==> src/rtl/noise_rand_source.sv <==
// noise_rand_source: four 32-bit Galois LFSRs with seed loading, warm-up and run control.
// Outputs decode straight from the state and LFSR registers, so inputs never reach them combinationally.
module noise_rand_source #(
    parameter int          RAND_OUT_BITS = 10,
    parameter int          WARMUP_CYCLES = 64,
    parameter logic [31:0] SEED0         = 32'h1234_5678,
    parameter logic [31:0] SEED1         = 32'h9ABC_DEF1,
    parameter logic [31:0] SEED2         = 32'h0F1E_2D3C,
    parameter logic [31:0] SEED3         = 32'hDEAD_BEEF
) (
    input  logic                     clk,
    input  logic                     rst,
    input  logic                     seed_wr,
    input  logic [1:0]               seed_addr,
    input  logic [31:0]              seed_data,
    input  logic                     start,
    input  logic                     stop,
    output logic [RAND_OUT_BITS-1:0] rand0,
    output logic [RAND_OUT_BITS-1:0] rand1,
    output logic [RAND_OUT_BITS-1:0] rand2,
    output logic                     rand3,
    output logic                     rand_valid,
    output logic                     busy,
    output logic                     seed_err
);
    typedef enum logic [1:0] {IDLE, WARMUP, RUN} state_t;
    localparam int CW = WARMUP_CYCLES > 1 ? $clog2(WARMUP_CYCLES) : 1;
    localparam logic [CW-1:0] LAST = CW'(WARMUP_CYCLES > 0 ? WARMUP_CYCLES - 1 : 0);
    localparam logic [31:0] SEEDS [4] = '{SEED0, SEED1, SEED2, SEED3};
    state_t state, state_nxt;
    logic [CW-1:0] cnt;
    logic [31:0] lfsr [4];
    logic step, load;
    function automatic logic [31:0] lfsr_step(input logic [31:0] s);
        return (s >> 1) ^ (s[0] ? 32'h8020_0003 : 32'h0);
    endfunction
    assign step = state != IDLE && !stop;
    assign load = state == IDLE && seed_wr;
    always_comb begin
        state_nxt = state;
        case (state)
            IDLE:    state_nxt = start && !stop ? (WARMUP_CYCLES == 0 ? RUN : WARMUP) : IDLE;
            WARMUP:  state_nxt = stop ? IDLE : (cnt == LAST ? RUN : WARMUP);
            RUN:     state_nxt = stop ? IDLE : RUN;
            default: state_nxt = IDLE;
        endcase
    end
    // A zero seed would lock the LFSR, so it falls back to the reset seed.
    always_ff @(posedge clk or posedge rst) begin
        if (rst) begin
            state    <= IDLE;
            cnt      <= '0;
            seed_err <= 1'b0;
            for (int k = 0; k < 4; k++) lfsr[k] <= SEEDS[k];
        end else begin
            state    <= state_nxt;
            cnt      <= state == WARMUP && step && cnt != LAST ? cnt + 1'b1 : '0;
            seed_err <= seed_wr && state != IDLE;
            for (int k = 0; k < 4; k++)
                lfsr[k] <= step ? lfsr_step(lfsr[k]) :
                           load && seed_addr == 2'(k) ? (seed_data == 32'h0 ? SEEDS[k] : seed_data) :
                           lfsr[k];
        end
    end
    assign rand0      = lfsr[0][RAND_OUT_BITS-1:0];
    assign rand1      = lfsr[1][RAND_OUT_BITS-1:0];
    assign rand2      = lfsr[2][RAND_OUT_BITS-1:0];
    assign rand3      = lfsr[3][0];
    assign rand_valid = state == RUN;
    assign busy       = state != IDLE;
endmodule

==> config.mk <==
export PLATFORM = sky130hd
export DESIGN_NAME = noise_rand_source
export DESIGN_NICKNAME = d
export VERILOG_FILES = /design/src/rtl/noise_rand_source.sv
export SDC_FILE = /design/constraint.sdc
export NUM_CORES = 1
export LEC_CHECK = 0
export BUFFER_PORTS_ARGS = -buffer_cell sky130_fd_sc_hd__buf_2
export CORE_MARGIN = 3
export CORE_UTILIZATION = 55
export CTS_CLUSTER_SIZE = 12
export DETAILED_ROUTE_END_ITERATION = 12
export PLACE_DENSITY = 0.75
export SYNTH_ARGS = -nofsm -noshare
export SYNTH_HDL_FRONTEND = slang
export SYNTH_SLANG_ARGS = --single-unit
==> constraint.sdc <==
create_clock -name clk -period 5.35 [get_ports clk]
set_input_delay 0.535 -clock clk [delete_from_list [all_inputs] [get_ports clk]]
set_output_delay 0.535 -clock clk [all_outputs]
set_load 0.1 [all_outputs]
Word level (Yosys, flattened, before mapping) --
Index checks and enable logic that the tools add are counted.
Storage, ports and cells: flip-flop bits (word level) 137, input bits 39, output and inout bits 34, logic and storage cells 60
Operators by class: add/subtract/negate cells 1, eq/ne operators 7, mux-type cells 22, bitwise logic cells 4, reduce and logical (&&, ||, !) cells 19
Operators by type and width (count):
- 32-bit 2-to-1 mux | 16
- 31-bit by 32-bit XOR with 32-bit output | 4
- 32-bit logical NOT | 1
- 1-bit logical AND | 10
- 2-bit nonzero test | 5
- 6-bit by 1-bit adder with 6-bit output (second input constant) | 1
- 2-bit equality test (second input constant) | 3
- 6-bit equality test (second input constant) | 1
- 2-bit 2-to-1 mux | 3
- 6-bit 2-to-1 mux | 1
- 6-bit != test (second input constant) | 1
- 2-bit one-hot mux with 3 select lines | 1
- 2-bit by 1-bit equality test with 1-bit output (second input constant) | 2
- 2-bit logical NOT | 2
- 1-bit logical NOT | 1
- 1-bit 2-to-1 mux | 1

Depth between registers and ports, before layout --
Gate-level depths: netlist of the first run.
depth after elaboration 5, mapped depth 7

Least setup slack after synthesis of the first run --
OpenSTA, ideal clock, no wires.
kind register to output, start point register state[1], end point output port rand_valid, data arrival time 1845 ps, required time 4815 ps, path slack 2970 ps, stages on the path, launching flop included 2, path buffers 0, cells stage by stage dfrtp_1 > nor2b_1
On the way: cells in the longest elaborated chain, start to end 1
RTL lines:
- start: declaration | line 30 | state_t state, state_nxt;
- start signal: assignment | line 56 | state <= state_nxt;
- 2-bit equality test | line 69 | assign rand_valid = state == RUN;
- end: declaration | line 22 | output logic rand_valid,
Every way passes these cells.

Final worst setup path of the first run --
start point register state[1], end point register lfsr[47] in the netlist's numbering
On the way: cells in the longest elaborated chain, start to end 4
RTL lines:
- 2-bit logical NOT | line 38 | assign load = state == IDLE && seed_wr;
- 1-bit logical AND | line 38
- 1-bit logical AND | line 61 | load && seed_addr == 2'(k) ? (seed_data == 32'h0 ? SEEDS[k] : seed_data) :
- 2-bit nonzero test (no line)
- end signal: indexed assignment | line 60 | lfsr[k] <= step ? lfsr_step(lfsr[k]) :
- end: declaration | line 32 | logic [31:0] lfsr [4];
Parallel ways exist; a longest one is shown, timed or not. A chain may end at the register's enable or synchronous reset.

==> flow_summary_export.csv, run 1 <==
group,metric,value,unit
outcome,status,"finished clean",
finish,layout-drive-gt1-share,30.32,%
clock_network,postCtsSetupRepairBufs,0,
detailed_routing,ant_nets,0,
synth,synth-edff-count,0,
finish,instances_no_fill,943,
clock_network,ctsResizeCount,0,
setup_path,endpoint_kind,"flip-flop",
placement,portBuffers,72,
global_routing,grt_max_degree,87,
sta,max_clock_freq,426.6,MHz
synth,synthTopCellsByArea,"dfstp_2, dfrtp_1, nor2_1",
clock_network,cts_tree,"done",
placement,place_area,7107,sq um
die,die_w,118.4,um
synth,synthFlopType,"dfstp_2",
setup_path,worstPathRequired,5.70,ns
hold_path,hold_path_class,"input port to flip-flop",
clock_network,cts_sinks,137,
global_routing,grt_pass1_wl,30000,um
clock_network,worstSkewPairLatency,0.42,ns
placement,place_ws,2.858,ns
sta,fin_hold_ws,0.3205,ns
synth,ys_async_sr_fraction,100.0,%
die,fp-row-count,40,
finish,final_common_cell,"nor2_1",
synth,yosysUniqueCellTypes,43,
sta,slew_headroom,21.71,%
sta,setup_slack,3.006,ns
die,core,12160,sq um
placement,dp_hpwl,12120,um
clock_network,htree_levels,4,
synth,avgSynthCellArea,9.314,sq um
synth,synth_top_area_share,27.61,%
power,power_leakage,3.199,nW
die,initial_core_util,57.13,%
global_routing,track_usage,26.95,%
global_routing,antenna_found_initial,0,
synth,yosysSeqAreaShare,50.66,%
setup_path,cp.arrival,2.69,ns
die,die_h,118.4,um
sta,fin_tns_setup,0,ns
setup_path,start_kind,"flip-flop",
setup_path,cp_max_fo,30,
sta,fin_crit_sh,43.82,%
synth,yosys_warnings,0,
clock_network,ctsHoldBuffers,0,
detailed_routing,vias,5717,
synth,ys_seq_elements,137,
placement,place_congestion,0.8276,
detailed_routing,viasPerCell,6.063,
detailed_routing,drtPass1Iterations,5,
die,ios,73,
sta,finClkSkew,0.006496,ns
global_routing,grt_pass1_vias,5482,
finish,area_growth,11.35,%
sta,rsz0062_at_grt,"no",
sta,finalHoldViolCount,0,
power,peakVddDrop,0.3061,mV
sta,period_minus_slack,2.344,ns
finish,n_antenna_cell,0,
detailed_routing,wl_per_cell,19.85,um
placement,placed_cells,911,
global_routing,grt_overflow,0,
clock_network,clk_pin_slew,0.06,ns
synth,synth_top_cell_by_area,"dfstp_2",
finish,layout_common_cells,"nor2_1, a21oi_1, dfstp_2",
synth,syn_area,6948,sq um
power,power.density,591.2,nW/um^2
finish,stdcell_area,7736,sq um
detailed_routing,first_iter_violations,834,
setup_path,path_class,"flip-flop to flip-flop",
clock_network,cts_buffers,17,
die,die_area,14020,sq um
run,max-cap-violations,0,
synth,syn_nets,786,
clock_network,cts_root_buf,"clkbuf_16",
sta,worst_slew_pin_slew,1.174,ns
synth,syn_inst,746,
detailed_routing,wirelength,18720,um
sta,setup_violations,0,
sta,finalMaxSlewViolations,0,
finish,nets,802,
detailed_routing,drc,0,
clock_network,cts_buffer_depth,2,
flip-flops by register name, indices dropped and copies added, names as in the netlist:
name      flops
seed_err      1
rand2        10
state         2
rand1        10
lfsr         97
rand3         1
rand0        10
cnt           6
synth_stat cells, types with 2 or more instances:
cell,n
a211oi_1,37
a211oi_2,17
a21oi_1,103
a21oi_2,2
a221oi_1,3
a221oi_2,2
a22oi_1,4
a31oi_1,14
and2_1,3
and3_1,4
and4_1,2
buf_2,23
buf_4,40
buf_6,2
clkbuf_1,21
dfrtp_1,64
dfstp_2,73
inv_1,17
nand2_1,61
nand2_2,2
nand2b_1,4
nor2_1,139
nor2b_1,3
nor3_1,40
nor3_2,17
nor4_1,8
o22ai_1,2
o2bb2ai_1,13
or2_2,2
xnor2_1,11
through the flow:
stage | util [%] | power (mW)
6_report | 63.61 | 4.574
4_1_cts | 63.61 | 4.577
3_3_place_gp | 58.44 | 3.262
2_1_floorplan | - | 3.126
5_1_grt | 63.61 | 4.764
3_5_place_dp | 58.44 | 3.311
path summary, 6_finish.rpt:
path | start | to | slack, ns | depth (start not counted)
setup / recovery | state[1] | lfsr[47] | 3.01 | 4
hold / removal | stop | state[1] | 0.32 | 2
setup reg to reg | state[1] | lfsr[47] | 3.01 | 4
hold reg to reg | cnt[0] | cnt[0] | 0.47 | 1
max in group asynchronous | rst | lfsr[44] | 3.73 | 3
min in group asynchronous | rst | rand0[1] | 0.36 | 2
critical path: stages (launching register included):
cell and delay, ns:
dfrtp_1 0.49, nor4b_4 0.39, and2_1 0.96, a21oi_1 0.22
a21oi_1 0.19
area by class of cell:
type / count / area [sq um]
clock buffers: 21 / 460.4
clock inverters: 11 / 168.9
fillers: 993 / 4425
inverters: 17 / 66.31
multi-input cells: 506 / 2868
flip-flops and latches: 137 / 3520
well taps: 168 / 210.2
repair buffers: 83 / 442.9
kinds of logic (layout without fill, tap and decap cells):
kind of cell	after synthesis	in the layout	share of synthesized area (%)
DFF	137	137	50.66
and+or+nand+nor	289	289	19.43
adders and majority gates	1	1	0.1801
xor gates and xnor gates	12	12	1.513
AOI/OAI and AO/OA	204	204	19.86
buffers and inverters	103	132	8.356
where the power goes:
part	switching (mW)	leakage (nW)	internal, mW
clock	0.455	0.296	0.804
sequential	0.272	1.52	1.53
combinational	1.10	1.39	0.410
total	1.83	3.20	2.75
metal layers:
| layer | share of wire, % | track usage, % | vias to the layer above |
|---|---|---|---|
| met5 | 0 | 0 | - |
| met2 | 47 | 40.48 | 275 |
| met1 | 41 | 37.65 | 2815 |
| met4 | 1.9 | 8.545 | 0 |
| met3 | 10 | 8.230 | 35 |
| li1 | - | - | 2592 |
(Power assumes the default switching activity.)
==> run 2, diff against run 1 <==
==> constraint.sdc (replaced) <==
create_clock -name clk -period 2.2 [get_ports clk]
set_input_delay 0.22 -clock clk [delete_from_list [all_inputs] [get_ports clk]]
set_output_delay 0.22 -clock clk [all_outputs]
set_load 0.1 [all_outputs]
==> run 2 against run 1 <==
Clock skew hardly changed. Register-to-register slack worse by 2.8 ns. Hold slack worse by 0.40 ns. The flow now finishes with violations (hold timing). Power is 140% higher. Critical endpoint is now lfsr[58]. Clock power is 120% higher. Worst setup slack worse by 2.8 ns. Combinational power is 150% higher. Non-clock buffer count is 14 higher. Cell area is 1.9% higher. Core utilization is 1.2 points higher. First-iteration DRC count is 9.5% lower. Via count is 2.3% higher.
==> flow_summary_export.csv, run 2 (synthesized netlist as in run 1, its figures left out) <==
group,metric,value,unit
placement,place_congestion,0.9070,
sta,rsz0062_at_grt,"no",
finish,largest_register,"lfsr",
sta,fin_tns_setup,0,ns
setup_path,path_class,"flip-flop to flip-flop",
die,ios,73,
finish,layout-drive-gt1-share,31.56,%
clock_network,cts_buffer_depth,2,
die,initial_core_util,57.13,%
sta,fin_hold_ws,-0.07553,ns
finish,largest_register_ff_count,97,
power,power,10.91,mW
clock_network,htree_levels,4,
power,switching_share,40.58,%
die,die_h,118.4,um
hold_path,hold_path_class,"input port to async pin",
clock_network,cts_root_buf,"clkbuf_16",
sta,period_minus_slack,1.962,ns
global_routing,grt_pass1_vias,5895,
power,power_switching,4.428,mW
die,die_w,118.4,um
setup_path,start_kind,"flip-flop",
outcome,status,"finished with violations",
power,seqPwrFrac,40.1,%
sta,finClkSkew,0.006096,ns
power,p_comb_share,34.1,%
placement,placed_cells,924,
die,die_area,14020,sq um
finish,final_common_cell,"nor2_1",
clock_network,worstSkewPairLatency,0.43,ns
clock_network,cts_tree,"done",
sta,max_clock_freq,509.6,MHz
global_routing,grt_max_degree,138,
clock_network,cts_sinks,137,
sta,finalMaxSlewViolations,0,
clock_network,clk_pin_slew,0.06,ns
clock_network,cts_buffers,17,
finish,stdcell_area,7884,sq um
run,max-cap-violations,0,
sta,fin_crit_sh,89.20,%
clock_network,postCtsSetupRepairBufs,0,
detailed_routing,drc,0,
finish,area_growth,13.47,%
sta,worst_slew_pin_slew,0.9125,ns
power,power.density,1384,nW/um^2
placement,portBuffers,72,
power,peakVddDrop,0.6145,mV
detailed_routing,drtPass1Iterations,6,
power,clkPwrFrac,25.8,%
placement,place_area,7293,sq um
placement,place_ws,0.2800,ns
outcome,violations,"hold timing",
finish,instances_no_fill,957,
setup_path,endpoint_kind,"flip-flop",
detailed_routing,ant_nets,0,
sta,setup_violations,0,
finish,n_antenna_cell,0,
detailed_routing,wl_per_cell,19.79,um
finish,layout_common_cells,"nor2_1, a21oi_1, dfstp_2",
detailed_routing,first_iter_violations,755,
placement,dp_hpwl,12490,um
sta,finalHoldViolCount,8,
die,core,12160,sq um
detailed_routing,vias,5850,
sta,slew_headroom,39.17,%
setup_path,cp.arrival,2.27,ns
sta,setup_slack,0.2376,ns
global_routing,antenna_found_initial,0,
detailed_routing,wirelength,18940,um
global_routing,track_usage,27.85,%
finish,nets,816,
finish,fillers,980,
global_routing,grt_pass1_wl,31050,um
global_routing,grt_overflow,0,
power,p_int,6.483,mW
power,power_leakage,3.274,nW
setup_path,cp_max_fo,16,
setup_path,worstPathRequired,2.51,ns
detailed_routing,viasPerCell,6.113,
die,fp-row-count,40,
run 2: worst max-delay path, cell delays in order, from the launching register on:
cell and delay [ns]:
dfrtp_1 0.48, nor4b_4 0.39, nand2_2 0.10, a21oi_2 0.67, a211oi_1 0.20
run 2: routing by layer:
layer / part of all wire [%] / global-route usage [%]
met5: 0 / 0
met4: 2.7 / 11.73
met2: 47 / 42.77
met1: 42 / 38.87
met3: 7.3 / 5.502
run 2: path summary, 6_finish.rpt:
check | start | cells after the start | to | slack, ns
worst min register to register | cnt[0] | 1 | cnt[0] | 0.47
worst min-delay path | rst | 3 | rand0[1] | -0.08
worst max register to register | state[1] | 4 | lfsr[58] | 0.24
min in group clk | seed_wr | 2 | seed_err | 0.04
max in group asynchronous | rst | 3 | lfsr[53] | 1.64
worst max-delay path | state[1] | 4 | lfsr[58] | 0.24
run 2: power groups by stage:
stage | registers, mW | clock network, mW | logic (mW)
global placement | 4.34 | 0 | 3.63
floorplan | 4.27 | 0 | 3.34
global route | 4.48 | 2.94 | 3.97
finish | 4.38 | 2.81 | 3.73
CTS | 4.37 | 2.84 | 3.74
detailed placement | 4.39 | 0 | 3.72
run 2: timing repair:
| action | in CTS | in global routing |
|---|---|---|
| hold buffers | 1 | 0 |
| gates resized for setup | 0 | 0 |
| hold endpoints to repair | 1 | 0 |
run 2: area by class of cell:
cell class	count	area, sq um	share of cell area [%]
well taps	168	210.2	2.666
inverters	17	67.56	0.8570
repair buffers	97	638.1	8.094
clock inverters	12	123.9	1.571
multi-input cells	506	2868	36.38
clock buffers	20	456.7	5.793
flip-flops and latches	137	3520	44.64
run 2: metrics by stage:
step / hold WS [ns] / utilization [%]
3_5_place_dp: 0.4332 / 59.97
3_3_place_gp: 0.4280 / 59.97
5_1_grt: 0.04132 / 64.83
4_1_cts: 0.03095 / 64.83
2_1_floorplan: 0.2864 / -
6_report: -0.07553 / 64.83
